[src/rtl/seq_divider.sv]
// seq_divider: multi-cycle unsigned restoring divider.
// Produces one quotient bit per clock. Quotient, remainder and the
// divide-by-zero flag are registered and come with a one-cycle done strobe.
module seq_divider #(
   parameter int unsigned WIDTH = 8
) (
   input  logic             clk,
   input  logic             rst,
   input  logic             start,
   input  logic [WIDTH-1:0] dividend,
   input  logic [WIDTH-1:0] divisor,
   output logic             busy,
   output logic             done,
   output logic [WIDTH-1:0] quotient,
   output logic [WIDTH-1:0] remainder,
   output logic             div_by_zero
);

   localparam int unsigned CW = $clog2(WIDTH + 1);

   typedef enum logic [1:0] {
      IDLE = 2'd0,
      CALC = 2'd1,
      DONE = 2'd2
   } state_t;

   state_t           state_q;
   logic [WIDTH-1:0] q_q;     // shifting dividend / partial quotient
   logic [WIDTH-1:0] d_q;     // latched divisor
   // The partial remainder always stays below the divisor, so its extra
   // (WIDTH+1)th bit is always zero; only WIDTH bits are stored.
   logic [WIDTH-1:0] r_q;
   logic [CW-1:0]    cnt_q;
   logic             busy_q;
   logic             done_q;
   logic [WIDTH-1:0] quo_q;
   logic [WIDTH-1:0] rem_q;
   logic             dbz_q;

   logic [WIDTH:0]   s_w;
   logic [WIDTH:0]   t_w;
   logic [WIDTH-1:0] q_d;
   logic [WIDTH-1:0] r_d;

   // One restoring trial-subtraction step on the current partial remainder.
   always_comb begin
      s_w = {r_q, q_q[WIDTH-1]};
      t_w = s_w - {1'b0, d_q};
      if (!t_w[WIDTH]) begin
         r_d = t_w[WIDTH-1:0];
         q_d = {q_q[WIDTH-2:0], 1'b1};
      end else begin
         r_d = s_w[WIDTH-1:0];
         q_d = {q_q[WIDTH-2:0], 1'b0};
      end
   end

   // Control FSM with registered status and result outputs.
   always_ff @(posedge clk) begin
      if (rst) begin
         state_q <= IDLE;
         q_q     <= '0;
         d_q     <= '0;
         r_q     <= '0;
         cnt_q   <= '0;
         busy_q  <= 1'b0;
         done_q  <= 1'b0;
         quo_q   <= '0;
         rem_q   <= '0;
         dbz_q   <= 1'b0;
      end else begin
         done_q <= 1'b0;
         case (state_q)
            IDLE, DONE: begin
               if (start) begin
                  if (divisor == '0) begin
                     state_q <= DONE;
                     busy_q  <= 1'b0;
                     done_q  <= 1'b1;
                     quo_q   <= '1;
                     rem_q   <= dividend;
                     dbz_q   <= 1'b1;
                  end else begin
                     state_q <= CALC;
                     busy_q  <= 1'b1;
                     q_q     <= dividend;
                     d_q     <= divisor;
                     r_q     <= '0;
                     cnt_q   <= CW'(WIDTH);
                  end
               end else begin
                  state_q <= IDLE;
               end
            end
            CALC: begin
               q_q   <= q_d;
               r_q   <= r_d;
               cnt_q <= cnt_q - 1'b1;
               if (cnt_q == CW'(1)) begin
                  state_q <= DONE;
                  busy_q  <= 1'b0;
                  done_q  <= 1'b1;
                  quo_q   <= q_d;
                  rem_q   <= r_d;
                  dbz_q   <= 1'b0;
               end
            end
            default: begin
               state_q <= IDLE;
               busy_q  <= 1'b0;
            end
         endcase
      end
   end

   assign busy        = busy_q;
   assign done        = done_q;
   assign quotient    = quo_q;
   assign remainder   = rem_q;
   assign div_by_zero = dbz_q;

endmodule

[config.mk]
export PLATFORM = sky130hd
export DESIGN_NAME = seq_divider
export DESIGN_NICKNAME = d
export VERILOG_FILES = /design/src/rtl/seq_divider.sv
export SDC_FILE = /design/constraint.sdc
export NUM_CORES = 1
export LEC_CHECK = 0
export ABC_AREA = 1
export CAP_MARGIN = 20
export CELL_PAD_IN_SITES_DETAIL_PLACEMENT = 1
export CELL_PAD_IN_SITES_GLOBAL_PLACEMENT = 2
export CORE_ASPECT_RATIO = 0.8
export CORE_MARGIN = 1.5
export CORE_UTILIZATION = 30
export DETAILED_ROUTE_END_ITERATION = 6
export GPL_ROUTABILITY_DRIVEN = 1
export PLACE_DENSITY = 0.8
export SLEW_MARGIN = 40
export SYNTH_ARGS = -nofsm -noshare
export SYNTH_HDL_FRONTEND = slang
export SYNTH_SLANG_ARGS = --single-unit
[constraint.sdc]
create_clock -name clk -period 2.1 [get_ports clk]
set_input_delay 0.21 -clock clk [delete_from_list [all_inputs] [get_ports clk]]
set_output_delay 0.21 -clock clk [all_outputs]
set_load 0.03 [all_outputs]
# == Word level (Yosys, flattened, before mapping) ==
# Index checks and enable logic that the tools add are counted.
# totals
register_bits,49
elab_cells,62
in_bits,19
output_inout_bits,19
# classes
n_reduce_logical,8
addsub,2
muxes,34
n_bitwise,1
n_eq_ne,7
# op_table
op,n
two-way mux 8 bit,11
one-hot mux 8 bit (2 select lines),4
two-way mux 1 bit,9
subtractor 9 x 8 -> 9 bit,1
logical NOT 8 bit,1
two-way mux 4 bit,2
!= test 2 bit (second input constant),4
one-hot mux 4 bit (2 select lines),1
two-way mux 2 bit,3
one-hot mux 1 bit (2 select lines),3
AND reduction 3 bit,2
equality test 4 x 1 -> 1 bit (second input constant),1
one-hot mux 2 bit (2 select lines),1
AND reduction 4 bit,1
subtractor 4 x 1 -> 4 bit (second input constant),1
equality test 2 x 1 -> 1 bit (second input constant),1
equality test 2 bit (second input constant),1
logical NOT 2 bit,1
AND reduction 2 bit,1
nonzero test 2 bit,1
OR reduction 2 bit,1
NOT 1 bit,1

# == Depth between registers and ports, before layout ==
# Gate-level depths: netlist (run 1).
# logic_depth
word_depth,4
mapped_depth,14
depth_no_buf,14

# == Worst setup path before layout (run 1) ==
# OpenSTA, ideal clock, no wires.
# synth_timing
path_type,register to register
startpoint,register q_q[7]
endpoint,register r_q[7]
setup_slack_ns,0.334
path_stages_with_launch,15
synth_period_minus_slack_ns,1.766
setup_time_ns,0.109
n_path_buf,0
required_time_ns,1.991
arrival_ns,1.657
path_cell_list,dfxtp_1 -> inv_1 -> ha_1 -> inv_1 -> fa_1 -> nand2_1 -> nand2_1 -> nand3_1 -> nand2_1 -> nand2_1 -> nand2_2 -> nand3_1 -> nand3_1 -> nand2_1 -> inv_1
# synth_via
elab_chain_cells,3
# synth_rtl
element,line_no,source
from (decl),28,logic [WIDTH-1:0] q_q;
from (signal assigned),86,q_q <= dividend;
from (signal assigned),96,q_q <= q_d;
subtractor 9 x 8 -> 9 bit,48,"t_w = s_w - {1'b0, d_q};"
two-way mux 8 bit,49,if (!t_w[WIDTH]) begin
one-hot mux 8 bit (2 select lines),73,case (state_q)
to (signal assigned),97,r_q <= r_d;
to (decl),32,logic [WIDTH-1:0] r_q;
# Every way passes these cells.
# A chain may end at the register's enable or synchronous reset.

# == Worst setup path after layout (run 1) ==
# layout_timing
startpoint,register q_q[7]
endpoint,"register rem_q[1], in the netlist remainder[1]"
# layout_via
elab_chain_cells,4
# layout_rtl
element,line_no,source
subtractor 9 x 8 -> 9 bit,48,
two-way mux 8 bit,49,
two-way mux 8 bit,99,if (cnt_q == CW'(1)) begin
one-hot mux 8 bit (2 select lines),73,
to (signal assigned),81,rem_q <= dividend;
to (signal assigned),104,rem_q <= r_d;
to (decl),37,logic [WIDTH-1:0] rem_q;
# Every way passes these cells. The select of a mux whose other input is x is not followed.

==> reports/results.ini, run 1 <==
[status]
status=complete, no violations

[finish]
antenna_cells=0
area_delta_synth_final_pct=23.8
layout.nets=431
final_cell_mix=75 x nand2_1, 68 x inv_1, 48 x dfxtp_1
drive_above_1_share_pct=8.21
final_common_cell=nand2_1

[timing]
rsz0062_at_grt=false
max_freq_mhz=510
setup_viol=0
hold_viol_final=0
max_slew_margin_pct=68.9
fin_crit_sh_pct=93.3
layout_setup_ws_ns=0.141
finClkSkew_ns=0.00578
finalSetupTns_ns=0
final-max-slew-violation-count=0
worst-slew-pin-transition_ns=0.466
period_needed_ns=1.96

[worst_setup_path]
cp_max_fo=9
rr_endpoint=remainder[1]$_SDFFE_PP0P_
cp_cell_sequence=inv_1 > ha_1 > inv_1 > fa_2 > nand2_1 > nand2_1 > nand3_2 > nand2_1 > nand2_2 > nand2_4 > nand3_1 > nand3_1 > nand2_1 > inv_1
crit_required_ns=2.32
reg2reg_depth=14
crit_family=simple AND/OR/NAND/NOR gates
path_buf_inv=3
worstSetupPathType=reg -> reg
r2r_setup_slack_ns=0.14
cpMostUsedCell=nand2_1
crit_arrival_ns=2.18
cp-start-kind=register
cp-end-kind=register
r2r_start=q_q[7]$_SDFFE_PP0P_
crit_slowest_cell=dfxtp_2
slowest_delay_ns=0.35

[global_routing]
grt_max_degree=42
grt_usage_pct=16.0
antenna_found_initial=0
grt_pass1_wl_mm=11.7
grt_pass1_vias=2360
grt-ovfl-total=0

[min_path]
worstHoldStart=d_q[0]$_SDFFE_PP0P_
hp-class=reg -> reg
min_to=d_q[0]$_SDFFE_PP0P_
hold_path_depth=2

[floorplan]
start_util_pct=30.7
core_area_sq_um=8410
row_count=30
chipWidth_microns=107
ioPinCount=38
die-area_sq_um=9160
fp.dieH_microns=85.9

[clock_tree]
clkSinkCount=49
cts_root_buffer=clkbuf_8
cts_tree=built
numCtsBuffers=5
clock_path_buffers=2
cts-htree-levels=2
clk_latency_ns=0.31
cts_hold_buf=0
clk_pin_slew_ns=0.10

[power_and_ir_drop]
p_leak_nw=1.55
power.density_nw_per_um2=727
peakVddDrop_v=0.000324

[routing]
final_antenna_net_count=0
first_pass_iters=4
drc=0
dr.first_iter.drc_count=87
wl_mm=6.91
num_vias=2429
wl_per_cell_microns=13.4
via_per_inst=4.73

[logic_synthesis]
netlist_instances=366
ys_seq_area_share_pct=38.1
yosys_register_bits=49
postSynthAreaPerCell_sq_um=7.04
synth_warnings=0
synth_fp_nets=396
syn_area_sq_um=2580
yosysUniqueCellTypes=31

[placed_design]
place.gp.congestion=0.760
place_ws_ns=0.0331
port_buffers=37
place_hpwl_mm=5.09

[job]
maxCapViolations=0

cell usage after synthesis (all sizes together):
library cell / n / area (sq um)
nand4: 1 / 6.26
inv: 71 / 267
o22ai: 1 / 6.26
fa: 1 / 20.0
nand3: 50 / 263
o21ai: 26 / 141
nor2: 17 / 71.3
nor4: 1 / 6.26
xnor2: 1 / 8.76
ha: 10 / 125
o211ai: 1 / 7.51
a211oi: 1 / 12.5
a31oi: 9 / 56.3
dfxtp: 49 / 981
xor2: 2 / 17.5
a21oi: 21 / 105
o31ai: 1 / 7.51
nand2: 81 / 324
buf: 7 / 48.8
o221ai: 8 / 76.3
clkbuf: 7 / 26.3
registers in the layout, indices dropped and copies added, names as in the netlist:
name / cells
q_q: 8
state_q: 2
d_q: 8
div_by_zero: 1
busy: 1
quotient: 8
cnt_q: 4
done: 1
r_q: 8
remainder: 8
worst max path at each step:
| stage | slack [ns] | endpoint | depth (start not counted) | startpoint |
|---|---|---|---|---|
| final | 0.14 | remainder[1]$_SDFFE_PP0P_ | 14 | q_q[7]$_SDFFE_PP0P_ |
| after global routing | 0.004 | remainder[4]$_SDFFE_PP0P_ | 14 | q_q[7]$_SDFFE_PP0P_ |
| after CTS | 0.02 | remainder[1]$_SDFFE_PP0P_ | 14 | q_q[7]$_SDFFE_PP0P_ |
| after detailed placement | 0.03 | remainder[1]$_SDFFE_PP0P_ | 14 | q_q[7]$_SDFFE_PP0P_ |
| after global placement | 0.12 | remainder[1]$_SDFFE_PP0P_ | 14 | q_q[7]$_SDFFE_PP0P_ |
| after floorplan | 0.33 | r_q[7]$_SDFFE_PP0P_ | 14 | q_q[7]$_SDFFE_PP0P_ |
stage by stage:
stage / instances / total power [W] / instance area, sq um / hold WS [ns] / utilization [%]
3_5_place_dp: 506 / 0.00173 / 3060 / 0.450 / 36.4
5_1_grt: 514 / 0.00249 / 3190 / 0.475 / 38.0
2_1_floorplan: 366 / 0.00153 / 2580 / 0.358 / -
4_1_cts: 514 / 0.00233 / 3150 / 0.464 / 37.5
3_3_place_gp: 506 / 0.00172 / 3060 / 0.449 / 36.4
6_report: 514 / 0.00232 / 3190 / 0.459 / 38.0
logic make-up after synthesis:
| kind of cell | Yosys count | synth area share [%] |
|---|---|---|
| adder cells (fa/ha/maj) | 11 | 5.63 |
| flip-flops | 49 | 38.1 |
| buffers and inverters | 85 | 13.3 |
| AO/OA/AOI/OAI | 68 | 16.0 |
| XOR/XNOR | 3 | 1.02 |
| AND/OR/NAND/NOR | 150 | 26.0 |
worst reg2reg max path: stages (launching register included):
cell and delay [ns]:
dfxtp_2 0.35, inv_1 0.05, ha_1 0.13, inv_1 0.07, fa_2 0.35, nand2_1 0.07
nand2_1 0.09, nand3_2 0.11, nand2_1 0.10, nand2_2 0.11, nand2_4 0.09, nand3_1 0.11
nand3_1 0.12, nand2_1 0.08, inv_1 0.03
per-layer routing:
metal	up-vias	part of all wire, %	global-route usage (%)
met3	8	4.2	2.58
met4	0	0.77	3.27
met1	1125	51	23.3
met2	46	44	24.9
li1	1250	-	-
met5	-	0	0
area by class of cell:
cell class                      instances  area (sq um)
Clock buffer                            5          68.8
Clock inverter                          3          21.3
Fill cell                            1092          5220
Inverter                               71           267
Multi-Input combinational cell        232          1290
Sequential cell                        49           982
Tap cell                              112           140
Timing Repair Buffer                   42           420
power breakdown:
part / leakage, nW / switching, W / total [W] / internal, W
logic: 1.10 / 0.000436 / 0.000684 / 0.000248
clock network: 0.0445 / 0.000347 / 0.000584 / 0.000237
registers: 0.401 / 0.0000522 / 0.00105 / 0.000999
what timing repair did:
item | 4_1_cts | 5_1_grt
endpoints found under the hold margin | 0 | 0
setup endpoints to repair | 0 | 16
setup buffers | 0 | 0
resized for setup | 0 | 10
(Power assumes the default switching activity.)
==> inputs of run 2 (changes only) <==
==> constraint.sdc (replaced) <==
create_clock -name clk -period 2.2 [get_ports clk]
set_input_delay 0.22 -clock clk [delete_from_list [all_inputs] [get_ports clk]]
set_output_delay 0.22 -clock clk [all_outputs]
set_load 0.03 [all_outputs]
==> reports/results.ini, run 2 (same netlist as run 1, synthesis figures left out) <==
[clock_tree]
cts-htree-levels=2
cts_setup_buffers=0
cts_root_buffer=clkbuf_8
clk_latency_ns=0.30
cts_resized=0
clkSinkCount=49
clk_pin_slew_ns=0.09
cts_hold_buf=0
numCtsBuffers=5
cts_tree=built
clock_path_buffers=2

[global_routing]
antenna_found_initial=0
grt_pass1_wl_mm=11.8
grt_max_degree=27
grt-ovfl-total=0
grt_usage_pct=16.4
grt_pass1_vias=2419

[routing]
drt-met1-wl_mm=3.65
wl_per_cell_microns=13.7
drc=0
first_pass_iters=4
wl_met2_mm=3.05
routed.top_layer=met4
wl_met3_microns=285
wl_mm=7.10
via_per_inst=4.80
num_vias=2481
dr.first_iter.drc_count=106
final_antenna_net_count=0

[worst_setup_path]
cp-start-kind=register
worstSetupPathType=reg -> reg
cp_cell_sequence=inv_1 > ha_1 > inv_1 > fa_2 > nand2_1 > nand2_1 > nand3_2 > nand2_1 > nand2_1 > nand2_4 > nand3_1 > nand3_1 > nand2_1 > inv_1
cp-end-kind=register
crit_slowest_cell=fa_2
slowest_delay_ns=0.35
crit_arrival_ns=2.15
cpMostUsedCell=nand2_1
cp_max_fo=9
crit_required_ns=2.41

[finish]
drive_above_1_share_pct=7.65
final_common_cell=nand2_1
final_core_util_pct=38.1
antenna_cells=0
area_delta_synth_final_pct=24.2
fin_area_sq_um=3200
final_cell_mix=77 x nand2_1, 68 x inv_1, 49 x dfxtp_1
layout.nets=434
fillers=1091

[floorplan]
core_area_sq_um=8410
ioPinCount=38
die-area_sq_um=9160
fp.dieH_microns=85.9
chipWidth_microns=107
row_count=30
start_util_pct=30.7

[timing]
rsz0062_at_grt=false
setup_viol=0
finClkSkew_ns=0.00624
worst-slew-pin-transition_ns=0.346
max_freq_mhz=514
fin_crit_sh_pct=88.4
max_slew_margin_pct=76.9
period_needed_ns=1.94
hold_viol_final=0
finalSetupTns_ns=0
whs_ns=0.460
final-max-slew-violation-count=0

[status]
status=complete, no violations

[placed_design]
port_buffers=37
place.gp.congestion=0.756
placed_area_sq_um=3090
place_hpwl_mm=5.45

[power_and_ir_drop]
p_leak_nw=1.56
power.density_nw_per_um2=687
peakVddDrop_v=0.000268

[min_path]
hp-class=reg -> reg

[job]
maxCapViolations=0

-- run 2: cell count changes in the layout (fill, tap and decap cells not counted), moves of 2 or more --
cell / before / now
buf_4: 4 / 7
clkbuf_1: 0 / 2
nand2_1: 75 / 77
nand2_2: 2 / 0
-- run 2: stage by stage --
| stage | cells | setup WS [ns] | power, W |
|---|---|---|---|
| after floorplan | 366 | 0.434 | 0.00146 |
| after global placement | 509 | 0.223 | 0.00165 |
| after detailed placement | 509 | 0.163 | 0.00166 |
| after CTS | 517 | 0.137 | 0.00221 |
| after global routing | 517 | 0.0418 | 0.00236 |
| final | 517 | 0.256 | 0.00220 |
-- run 2: power by group --
group / total (W) / switching [W] / leakage, nW / internal, W
combinational: 0.000662 / 0.000421 / 1.12 / 0.000241
clock: 0.000536 / 0.000310 / 0.0385 / 0.000226
sequential: 0.00100 / 0.0000490 / 0.401 / 0.000953
total: 0.00220 / 0.000780 / 1.56 / 0.00142
-- run 2: critical path: cells and delay by family, from the launching register on --
family / cells / cell delay (ns)
adders and majority gates: 2 / 0.48
buffers and inverters: 3 / 0.16
DFF: 1 / 0.34
and+or+nand+nor: 9 / 0.87
-- run 2: cell type report --
type                    count  area, sq um  share of cell area (%)
multi-input cells         232         1290                    40.2
clock buffers               7         76.3                    2.38
clock inverters             1         7.51                   0.234
well taps                 112          140                    4.38
repair buffers             45          443                    13.8
inverters                  71          267                    8.32
flip-flops and latches     49          981                    30.6
-- run 2: final timing paths --
check | startpoint | end | slack, ns | cells after the start
max | q_q[7]$_SDFFE_PP0P_ | remainder[2]$_SDFFE_PP0P_ | 0.26 | 14
min | d_q[0]$_SDFFE_PP0P_ | d_q[0]$_SDFFE_PP0P_ | 0.46 | 2
max reg2reg | q_q[7]$_SDFFE_PP0P_ | remainder[2]$_SDFFE_PP0P_ | 0.26 | 14
min reg2reg | d_q[0]$_SDFFE_PP0P_ | d_q[0]$_SDFFE_PP0P_ | 0.46 | 2
-- run 2: layer usage --
layer	vias to the layer above	global-route usage [%]
li1	1257	-
met1	1158	22.9
met4	0	4.48
met2	54	25.6
met5	-	0
met3	12	3.34
